===== config.mk =====
export PLATFORM = sky130hd
export DESIGN_NAME = xgxs_tx_idle_sequencer
export DESIGN_NICKNAME = d
export VERILOG_FILES = /design/src/rtl/xgxs_pkg.sv /design/src/rtl/xgxs_prbs7.sv /design/src/rtl/xgxs_tx_idle_sequencer.sv
export SDC_FILE = /design/constraint.sdc
export NUM_CORES = 1
export LEC_CHECK = 0
export ABC_CLOCK_PERIOD_IN_PS = 1890
export CORE_ASPECT_RATIO = 0.8
export CORE_MARGIN = 5
export CORE_UTILIZATION = 29
export CTS_CLUSTER_SIZE = 20
export DETAILED_ROUTE_END_ITERATION = 10
export GPL_TIMING_DRIVEN = 0
export SLEW_MARGIN = 15
export SYNTH_ARGS = -nofsm -noshare
export SYNTH_HDL_FRONTEND = slang
export SYNTH_HIERARCHICAL = 1
export SYNTH_SLANG_ARGS = --single-unit

===== constraint.sdc =====
create_clock -name clk -period 1.89 [get_ports clk]
set_clock_uncertainty 0.05 [all_clocks]
set_input_delay 0.189 -clock clk [delete_from_list [all_inputs] [get_ports clk]]
set_output_delay 0.189 -clock clk [all_outputs]
set_load 0.02 [all_outputs]

===== src/rtl/xgxs_pkg.sv =====
// Shared character constants, state/column enums and PRBS7 helpers for the
// XGXS transmit idle sequencer.
package xgxs_pkg;

    localparam logic [7:0] CH_I = 8'h07;
    localparam logic [7:0] CH_S = 8'hFB;
    localparam logic [7:0] CH_T = 8'hFD;
    localparam logic [7:0] CH_Q = 8'h9C;
    localparam logic [7:0] CH_E = 8'hFE;
    localparam logic [7:0] CH_K = 8'hBC;
    localparam logic [7:0] CH_R = 8'h1C;
    localparam logic [7:0] CH_A = 8'h7C;

    // x^7 + x^6 + 1: feedback from bits 6 and 5
    localparam logic [6:0] PRBS7_TAPS = 7'b110_0000;

    typedef enum logic [1:0] {
        INIT = 2'd0,
        SYNC = 2'd1,
        DATA = 2'd2
    } seq_state_t;

    typedef enum logic [1:0] {
        IDLE     = 2'd0,
        DATA_COL = 2'd1,
        TERM     = 2'd2,
        OTHER    = 2'd3
    } col_type_t;

    function automatic logic [6:0] prbs7_next(input logic [6:0] cur);
        return {cur[5:0], ^(cur & PRBS7_TAPS)};
    endfunction

    // Control characters that travel to the encoder unchanged
    function automatic logic is_pass_ctrl(input logic [7:0] b);
        return (b == CH_S) || (b == CH_T) || (b == CH_Q) || (b == CH_E);
    endfunction

endpackage


===== src/rtl/xgxs_prbs7.sv =====
// Seven-bit PRBS7 LFSR with advance enable; drives the idle K/R choice and
// the ||A|| spacing.
module xgxs_prbs7
    import xgxs_pkg::*;
#(
    parameter logic [6:0] SEED = 7'h7F
) (
    input  logic       clk,
    input  logic       rst_n,
    input  logic       advance,
    output logic [6:0] prbs
);

    // LFSR register, reloaded with the seed on reset
    always_ff @(posedge clk or negedge rst_n) begin
        if (!rst_n) begin
            prbs <= SEED;
        end else if (advance) begin
            prbs <= prbs7_next(prbs);
        end else begin
            prbs <= prbs;
        end
    end

endmodule


===== src/rtl/xgxs_tx_idle_sequencer.sv =====
// Column controller ahead of four XGXS 8b/10b encoders: startup FSM, idle
// randomisation (||A||/||K||/||R||) and invalid-control mapping to /E/.
module xgxs_tx_idle_sequencer
    import xgxs_pkg::*;
#(
    parameter int         INIT_CYCLES = 16,
    parameter int         A_MIN       = 16,
    parameter logic [6:0] PRBS_SEED   = 7'h7F
) (
    input  logic        clk,
    input  logic        rst_n,
    input  logic [31:0] xgmii_txd,
    input  logic [3:0]  xgmii_txc,
    input  logic        tx_enable,
    output logic [31:0] enc_data,
    output logic [3:0]  enc_konstant,
    output logic [1:0]  seq_state,
    output logic        err_col
);

    localparam int ICW = (INIT_CYCLES > 1) ? $clog2(INIT_CYCLES) : 1;
    localparam int ACW = $clog2(A_MIN + 16);

    seq_state_t     state_r;
    logic [ICW-1:0] init_cnt_r;
    logic [ACW-1:0] a_cnt_r;
    logic           prev_t_r;

    logic [6:0]     prbs_s;
    logic [3:0]     lane_t_s;
    logic [3:0]     lane_i_s;
    logic           has_t_s;
    logic [1:0]     t_lane_s;
    col_type_t      col_type_s;
    logic [31:0]    nxt_data_s;
    logic [3:0]     nxt_k_s;
    logic           nxt_err_s;
    logic           emit_a_s;

    xgxs_prbs7 #(.SEED(PRBS_SEED)) u_prbs (
        .clk     (clk),
        .rst_n   (rst_n),
        .advance (1'b1),
        .prbs    (prbs_s)
    );

    // Column classifier: per-lane /T/ and /I/ flags, first /T/ lane, column type
    always_comb begin
        lane_t_s = 4'h0;
        lane_i_s = 4'h0;
        for (int i = 0; i < 4; i++) begin
            lane_t_s[i] = xgmii_txc[i] && (xgmii_txd[8*i +: 8] == CH_T);
            lane_i_s[i] = xgmii_txd[8*i +: 8] == CH_I;
        end
        has_t_s = |lane_t_s;
        if (lane_t_s[0]) begin
            t_lane_s = 2'd0;
        end else if (lane_t_s[1]) begin
            t_lane_s = 2'd1;
        end else if (lane_t_s[2]) begin
            t_lane_s = 2'd2;
        end else begin
            t_lane_s = 2'd3;
        end
        if ((xgmii_txc == 4'hF) && (lane_i_s == 4'hF)) begin
            col_type_s = IDLE;
        end else if (has_t_s) begin
            col_type_s = TERM;
        end else if (xgmii_txc == 4'h0) begin
            col_type_s = DATA_COL;
        end else begin
            col_type_s = OTHER;
        end
    end

    // Next encoder column; outside DATA the link is held on ||K||
    always_comb begin
        nxt_data_s = {4{CH_K}};
        nxt_k_s    = 4'hF;
        nxt_err_s  = 1'b0;
        emit_a_s   = 1'b0;
        if (state_r == DATA) begin
            case (col_type_s)
                IDLE: begin
                    // ||K|| right after /T/ keeps the end of packet unambiguous
                    if (prev_t_r) begin
                        nxt_data_s = {4{CH_K}};
                    end else if (a_cnt_r == {ACW{1'b0}}) begin
                        nxt_data_s = {4{CH_A}};
                        emit_a_s   = 1'b1;
                    end else if (prbs_s[0]) begin
                        nxt_data_s = {4{CH_K}};
                    end else begin
                        nxt_data_s = {4{CH_R}};
                    end
                end
                DATA_COL: begin
                    nxt_data_s = xgmii_txd;
                    nxt_k_s    = 4'h0;
                end
                default: begin
                    for (int i = 0; i < 4; i++) begin
                        if (!xgmii_txc[i]) begin
                            nxt_data_s[8*i +: 8] = xgmii_txd[8*i +: 8];
                            nxt_k_s[i]           = 1'b0;
                        end else if (is_pass_ctrl(xgmii_txd[8*i +: 8])) begin
                            nxt_data_s[8*i +: 8] = xgmii_txd[8*i +: 8];
                            nxt_k_s[i]           = 1'b1;
                        end else if (lane_i_s[i] && has_t_s && (2'(i) > t_lane_s)) begin
                            nxt_data_s[8*i +: 8] = CH_K;
                            nxt_k_s[i]           = 1'b1;
                        end else begin
                            nxt_data_s[8*i +: 8] = CH_E;
                            nxt_k_s[i]           = 1'b1;
                            nxt_err_s            = 1'b1;
                        end
                    end
                end
            endcase
        end else begin
            nxt_data_s = {4{CH_K}};
            nxt_k_s    = 4'hF;
        end
    end

    // Startup FSM, ||A|| spacing counter, /T/ history and output registers
    always_ff @(posedge clk or negedge rst_n) begin
        if (!rst_n) begin
            state_r      <= INIT;
            init_cnt_r   <= {ICW{1'b0}};
            a_cnt_r      <= ACW'(A_MIN);
            prev_t_r     <= 1'b0;
            enc_data     <= {4{CH_K}};
            enc_konstant <= 4'hF;
            err_col      <= 1'b0;
        end else begin
            enc_data     <= nxt_data_s;
            enc_konstant <= nxt_k_s;
            err_col      <= nxt_err_s;
            prev_t_r     <= (state_r == DATA) && has_t_s;

            if (emit_a_s) begin
                a_cnt_r <= ACW'(A_MIN) + ACW'(prbs_s[3:0]);
            end else if (a_cnt_r != {ACW{1'b0}}) begin
                a_cnt_r <= a_cnt_r - ACW'(1);
            end else begin
                a_cnt_r <= a_cnt_r;
            end

            case (state_r)
                INIT: begin
                    if (init_cnt_r == ICW'(INIT_CYCLES - 1)) begin
                        state_r <= SYNC;
                    end else begin
                        init_cnt_r <= init_cnt_r + ICW'(1);
                    end
                end
                SYNC: begin
                    if (tx_enable) begin
                        state_r <= DATA;
                    end else begin
                        state_r <= SYNC;
                    end
                end
                DATA: begin
                    if (!tx_enable) begin
                        state_r <= SYNC;
                    end else begin
                        state_r <= DATA;
                    end
                end
                default: begin
                    state_r <= INIT;
                end
            endcase
        end
    end

    assign seq_state = state_r;

endmodule


==> results of run 1 <==
## final timing paths
check                      slack, ns       endpoint  cells past startpoint
max                            -0.09     a_cnt_r[1]                      8
min                             0.04   enc_data[20]                      2
max reg2reg                     0.11     a_cnt_r[2]                      8
min reg2reg                     0.43  init_cnt_r[3]                      1
max in group asynchronous       0.89  init_cnt_r[1]                      2
min in group asynchronous       0.44   enc_data[24]                      2
## per-layer routing
layer  vias to the layer above  GRT usage, %  part of all wire (%)
met1                      1083         17.47                    47
met4                         2         3.295                   1.1
li1                       1123             -                     -
met3                        10         4.665                   8.0
met5                         -             0                 0.095
met2                        72         18.69                    44
## power groups by stage
stage	clock network, µW	registers, µW	logic, µW
2_1_floorplan	0	1840	527
3_3_place_gp	0	1710	1180
3_5_place_dp	0	1710	1190
4_1_cts	986	1700	1270
5_1_grt	1030	1730	1410
6_report	948	1700	1290
## worst max-delay path, stage by stage
cell and delay, ns:
buf_6 0.09, or4b_4 0.53, or4_4 0.45, nor4_4 0.27
buf_6 0.15, and2_4 0.15, mux2i_1 0.17, mux2i_1 0.09
## cells by family after synthesis
family / after synthesis
and+or+nand+nor: 111
adders and majority gates: 5
AOI/OAI and AO/OA: 50
xor gates and xnor gates: 10
buffers and inverters: 15
muxes: 9
DFF: 56
other: 1
## layout by cell type (no fill, tap or decap), types with 3 or more instances in the layout
| cell | synthesis | layout |
|---|---|---|
| nand3_1 | 11 | 10 |
| a211oi_1 | 5 | 5 |
| dlymetal6s2s_1 | 0 | 4 |
| buf_2 | 2 | 4 |
| clkdlybuf4s15_2 | 0 | 3 |
| or2_2 | 5 | 4 |
| o21ai_2 | 0 | 3 |
| mux2_4 | 6 | 7 |
| clkbuf_2 | 0 | 4 |
| dfstp_2 | 32 | 32 |
| nor3b_1 | 4 | 3 |
| o21ai_0 | 18 | 7 |
| buf_6 | 2 | 4 |
| a21oi_1 | 14 | 13 |
| dfrtp_1 | 24 | 24 |
| clkdlybuf4s15_1 | 0 | 3 |
| clkbuf_16 | 0 | 5 |
| clkdlybuf4s50_1 | 0 | 41 |
| buf_4 | 1 | 20 |
| ha_1 | 5 | 5 |
| inv_1 | 10 | 10 |
| nor4_1 | 5 | 5 |
| nand2_1 | 18 | 16 |
| xnor2_1 | 10 | 10 |
| nand4b_1 | 4 | 4 |
| dlygate4sd2_1 | 0 | 14 |
| and2_1 | 4 | 4 |
| nand2b_1 | 8 | 7 |
| or3_1 | 9 | 9 |
| nand4_1 | 4 | 4 |
| o21ai_1 | 0 | 8 |
| nor3_1 | 4 | 3 |
| nor2_1 | 20 | 18 |
## layout make-up
cell class                      count  area [µm²]
Inverter                           10       37.54
Timing Repair Buffer               95       862.1
Clock buffer                        5       125.1
Buffer                              5       52.55
Fill cell                         894        5120
Tap cell                          115       143.9
Multi-Input combinational cell    186        1343
Antenna cell                        1       2.502
Sequential cell                    56        1441
Clock inverter                      3       26.28
## registers in the layout, indices dropped and copies added (netlist names)
signal	flops
prev_t_r	1
u_prbs/prbs	7
err_col	1
enc_konstant	4
init_cnt_r	4
enc_data	32
a_cnt_r	5
seq_state	2
## per-stage QoR
stage	utilization (%)	hold slack, ns	TNS (ns)	worst slack (ns)	total power, µW
floorplan	-	-0.1566	-2.470	-0.2190	2365
global placement	40.01	0.4139	-72.82	-1.106	2892
detailed placement	39.98	0.2359	-30.52	-1.111	2904
CTS	43.58	0.03140	-0.1307	-0.07729	3957
global route	44.07	0.03704	-0.9435	-0.1450	4169
finish	44.07	0.03801	-0.2006	-0.08773	3932
## what timing repair did
| item | in CTS | in global routing |
|---|---|---|
| cloned | 0 | 0 |
| pin swaps | 9 | 9 |
| hold buffers | 1 | 0 |
| setup buffers | 14 | 3 |
| resized for setup | 85 | 31 |
| setup endpoints to repair | 38 | 28 |
| hold endpoints to repair | 24 | 0 |
==> impl_summary.log, run 1 <==
INFO  metric drive_gt1_share = 31.67%
INFO  metric asyncSetResetFlopFracSynth = 100.0%
INFO  metric die_h = 96.92 µm
INFO  metric syn-num-nets = 301
INFO  metric post_synth_inst_count = 257
INFO  metric critical_path_required = 2.00 ns
INFO  metric post_synth_xor_area_fraction = 3.198%
INFO  metric boundaryPins = 78
INFO  metric power.leakage = 0.001692 µW
INFO  metric vias = 2290
INFO  metric area_delta_synth_final = 47.28%
INFO  metric synth_top_family_by_area = simple AND/OR/NAND/NOR gates
INFO  metric crit_type = in -> reg
INFO  metric post_layout_nonfiller_instances = 476
INFO  metric rows = 31
INFO  metric drt-total-wl = 7.385 mm
INFO  metric grt_pass1_vias = 2323
INFO  metric fraction_of_the_mapped_netlist_area_in_compound_gates = 10.92%
INFO  metric placed_cells_incl_taps = 449
INFO  metric clock_tree_buffer_depth = 2
INFO  metric cts.root.buffer_cell = clkbuf_16
INFO  metric post_synth_instance_area = 2739 µm²
INFO  metric unrepaired_setup_endpoints_after_global_routing = true
INFO  metric timing_max_transition_violations_final = 0
INFO  metric yosys_register_bits = 56
INFO  metric detailed_place_hpwl = 5.343 mm
INFO  metric final.period_utilization = 104.6%
INFO  metric dpl_cell_area = 3660 µm²
INFO  metric grt_remaining_overflow = 0
INFO  metric yosys.cell_types.count = 48
INFO  metric cts.reportedPaths.clkPinSlew = 0.08 ns
INFO  metric io_buf_count = 77
INFO  metric peakVddDrop = 0.0005379 V
INFO  metric grt_max_degree = 57
INFO  metric max_cap_violations = 0
INFO  metric cts-buffers-inserted = 5
INFO  metric startpoint = xgmii_txd[23]
INFO  metric grt_first_pass_wirelength = 11.84 mm
INFO  metric fin_ws = -0.08773 ns
INFO  metric tritoncts_clock_tree = yes
INFO  metric groute.usage.overall = 12.66%
INFO  metric worst_setup_path_start_kind = primary input
INFO  metric synth_enable_flop_cells = 0
INFO  metric design.die.area = 11500 µm²
INFO  metric run_status = complete, but fails checks
INFO  metric path_max_fanout = 4
INFO  metric post-route-cell-area = 4034 µm²
INFO  metric synth_seq_area_share = 52.63%
INFO  metric max_slew.worst_pin.slew = 0.6964 ns
INFO  metric failing_checks = negative setup slack
INFO  metric power.internal = 2689 µW
INFO  metric place.gp.congestion = 0.8482
INFO  metric worstPathArrival = 2.09 ns
INFO  metric max_freq = 505.6 MHz
INFO  metric share_of_synthesized_cell_area_in_full_adder_half_adder_and_majority_cells = 2.284%
INFO  metric post_synth_mux_area_share = 4.431%
INFO  metric initial_core_util = 29.92%
INFO  metric layout_min_cycle_time = 1.978 ns
INFO  metric ant_nets = 0
INFO  metric initial_antenna_violation_count = 2
INFO  metric ys_top_cells_by_count = dfstp_2 (32), dfrtp_1 (24), nor2_1 (20)
INFO  metric power_switching = 1243 µW
INFO  metric power-per-cell-area = 974.7 nW/µm²
INFO  metric synthesis.area_per_instance = 10.66 µm²
INFO  metric clkSinkCount = 56
INFO  metric fin_nets = 403
INFO  metric die_w = 118.7 µm
INFO  metric drt_first_pass_iters = 5
INFO  metric ys_top_cells_by_area = dfstp_2 (31%), dfrtp_1 (22%), o21ai_0 (3.3%)
INFO  metric share_comb_of_total_power = 32.7%
INFO  metric avgRoutedWirePerCell = 15.51 µm
INFO  metric clock_power_share = 24.1%
INFO  metric synthFlopType = dfstp_2
INFO  metric finalHoldViolations = 0
INFO  metric holdCritStartpoint = xgmii_txd[20]
INFO  metric regToRegStartpoint = seq_state[0]
INFO  metric holdCritPathClass = in -> reg
INFO  metric top_area_cell_type_share_of_the_netlist_area = 30.70%
INFO  metric cell_with_the_most_instances_after_synthesis = dfstp_2
INFO  metric finalSetupViolCount = 5
INFO  metric placeable_core_region = 9154 µm²
INFO  metric worst_skew_pair_latency = 0.29 ns
INFO  metric crit_path_capture_type = flip-flop
INFO  metric maxSlewHeadroom = 53.57%
INFO  metric vias_per_cell = 4.811
INFO  metric first_iter_violations = 114
INFO  metric switching_share = 31.61%
INFO  metric detail_route.drc_violations = 0
INFO  metric synth_warnings = 6
INFO  metric cts-htree-levels = 2
INFO  metric synth_simple_gate_area_share = 23.57%
INFO  metric seq_power_share = 43.2%
INFO  metric synth_largest_area_cell = dfstp_2
No activity file was read; power rests on OpenSTA's default activity.
==> inputs of run 2 (changes only) <==
Settings changed: CTS_BUF_LIST from default to sky130_fd_sc_hd__clkbuf_4 sky130_fd_sc_hd__clkbuf_8.
==> run 2 against run 1 <==
  * The flow still finishes with violations (negative setup slack)
  * Non-clock buffer count rose by 3
  * Utilization decreased by 0.31 points
  * Sequential power is essentially flat
  * Global-route usage unchanged
  * Register-to-register slack about the same
  * Die area did not move
  * First-iteration DRC count fell by 11%
  * Highest routed layer unchanged
==> impl_summary.log, run 2 (synthesis gave the netlist of run 1 again) <==
INFO  metric drive_gt1_share = 30.30%
INFO  metric holdCritStartpoint = xgmii_txd[20]
INFO  metric area_delta_synth_final = 46.23%
INFO  metric vias_per_cell = 4.833
INFO  metric worst_setup_path_start_kind = primary input
INFO  metric vias = 2310
INFO  metric fin_ws = -0.07905 ns
INFO  metric timing_max_transition_violations_final = 0
INFO  metric worstPathArrival = 2.10 ns
INFO  metric rows = 31
INFO  metric grt_remaining_overflow = 0
INFO  metric finalSetupViolCount = 5
INFO  metric initial_core_util = 29.92%
INFO  metric power-per-cell-area = 916.4 nW/µm²
INFO  metric timing.critical_path.slowest_stage_cell = or4b_4
INFO  metric detail_route.drc_violations = 0
INFO  metric number_of_flip_flops_under_the_largest_register_name = 32
INFO  metric ant_nets = 0
INFO  metric io_buf_count = 77
INFO  metric failing_checks = negative setup slack
INFO  metric max_slew.worst_pin.slew = 0.6969 ns
INFO  metric startpoint = xgmii_txd[23]
INFO  metric min_to = enc_data[20]
INFO  metric grt_pass1_vias = 2326
INFO  metric top_register = enc_data
INFO  metric crit_type = in -> reg
INFO  metric layout.core_utilization = 43.75%
INFO  metric crit_path_capture_type = flip-flop
INFO  metric totalPowerFinal = 3670 µW
INFO  metric diodes = 0
INFO  metric layout_min_cycle_time = 1.969 ns
INFO  metric critical-path-top-delay-family = simple AND/OR/NAND/NOR gates
INFO  metric drt-total-wl = 7.494 mm
INFO  metric path_max_fanout = 4
INFO  metric unrepaired_setup_endpoints_after_global_routing = true
INFO  metric finalHoldViolations = 0
INFO  metric grt_max_degree = 57
INFO  metric power.leakage = 0.001679 µW
INFO  metric placement.setup.worst_slack = -1.111 ns
INFO  metric cts.root.buffer_cell = clkbuf_8
INFO  metric critPathBufInv = 2
INFO  metric tritoncts_clock_tree = yes
INFO  metric number_of_stages_on_the_worst_hold_path = 2
INFO  metric layout.cells.most_common_list = clkdlybuf4s50_1 (41), dfstp_2 (32), dfrtp_1 (24)
INFO  metric run_status = complete, but fails checks
INFO  metric setup_slack_on_the_worst_flop_to_flop_path = 0.11 ns
INFO  metric place.gp.congestion = 0.8482
INFO  metric drt_first_pass_iters = 4
INFO  metric boundaryPins = 78
INFO  metric cts.reportedPaths.clkPinSlew = 0.11 ns
INFO  metric final.period_utilization = 104.2%
INFO  metric worst_skew_pair_latency = 0.31 ns
INFO  metric regToRegEndpoint = a_cnt_r[2]
INFO  metric fin_nets = 406
INFO  metric grt_first_pass_wirelength = 11.91 mm
INFO  metric maxSlewHeadroom = 53.54%
INFO  metric groute.usage.overall = 12.66%
INFO  metric clock_tree_buffer_depth = 2
INFO  metric die_w = 118.7 µm
INFO  metric layout_commonest_cell = clkdlybuf4s50_1
INFO  metric regToRegStartpoint = seq_state[0]
INFO  metric avgRoutedWirePerCell = 15.68 µm
INFO  metric detailed_place_hpwl = 5.343 mm
INFO  metric cts-htree-levels = 2
INFO  metric worstRegToRegCells = 8
INFO  metric cpPeakStageDelay = 0.53 ns
INFO  metric holdCritPathClass = in -> reg
INFO  metric critical_path_required = 2.02 ns
INFO  metric reg.largest.list = enc_data x32, u_prbs/prbs x7, a_cnt_r x5
INFO  metric initial_antenna_violation_count = 1
INFO  metric max_freq = 507.9 MHz
INFO  metric max_cap_violations = 0
INFO  metric die_h = 96.92 µm
INFO  metric cts-buffers-inserted = 5
INFO  metric cp_cell_sequence = buf_6 > or4b_4 > or4_4 > nor4_4 > buf_6 > and2_4 > mux2i_1 > mux2i_1
INFO  metric first_iter_violations = 102
INFO  metric placeable_core_region = 9154 µm²
INFO  metric design.die.area = 11500 µm²
INFO  metric peakVddDrop = 0.0005195 V
INFO  metric clkSinkCount = 56
[run 2: power by group]
part / internal [µW] / leakage [µW] / switching (µW)
sequential: 1530 / 0.000657 / 159
combinational: 650 / 0.000973 / 638
clock: 274 / 0.0000491 / 414
[run 2: final cells by class]
cell class,instances,area [µm²]
Sequential cell,56,1441
Inverter,10,37.54
Tap cell,115,143.9
Fill cell,892,5149
Timing Repair Buffer,98,904.6
Clock buffer,5,68.82
Clock inverter,3,26.28
Multi-Input combinational cell,186,1330
Buffer,5,52.55
[run 2: per-stage QoR]
stage	std cells	TNS [ns]	area (µm²)	hold WS [ns]
2_1_floorplan	257	-2.470	2748	-0.1566
3_3_place_gp	449	-72.82	3662	0.4139
3_5_place_dp	449	-30.52	3660	0.2359
4_1_cts	474	-0.07302	3936	0.005381
5_1_grt	478	-0.6705	4005	0.003985
6_report	478	-0.1847	4005	0.01416
[run 2: worst max path at each step]
stage	slack, ns	end	cells past startpoint
3_3_place_gp	-1.11	init_cnt_r[0]	1
6_report	-0.08	a_cnt_r[1]	8
5_1_grt	-0.12	a_cnt_r[1]	8
4_1_cts	-0.06	a_cnt_r[1]	8
2_1_floorplan	-0.22	a_cnt_r[1]	7
3_5_place_dp	-1.11	enc_data[5]	9
[run 2: per-layer routing]
| metal | wire length [µm] | track usage, % | part of all wire, % |
|---|---|---|---|
| met5 | 7 | 0 | 0.093 |
| met4 | 51 | 2.671 | 0.68 |
| met3 | 613 | 4.781 | 8.2 |
| met2 | 3294 | 19.17 | 44 |
| met1 | 3527 | 17.25 | 47 |
[run 2: timing repair]
| action | in CTS | in global routing |
|---|---|---|
| pin swaps | 14 | 8 |
| endpoints found under the hold margin | 24 | 0 |
| buffers inserted | 16 | 4 |
| endpoints found under the setup margin | 38 | 23 |
| hold buffers | 1 | 0 |
| resized for setup | 76 | 17 |
==> inputs of run 3 (changes only) <==
Settings changed: GPL_ROUTABILITY_DRIVEN from default to 0.
==> results of run 3 <==
Same layout as run 2: the final DEF is identical, and so are final timing and power.
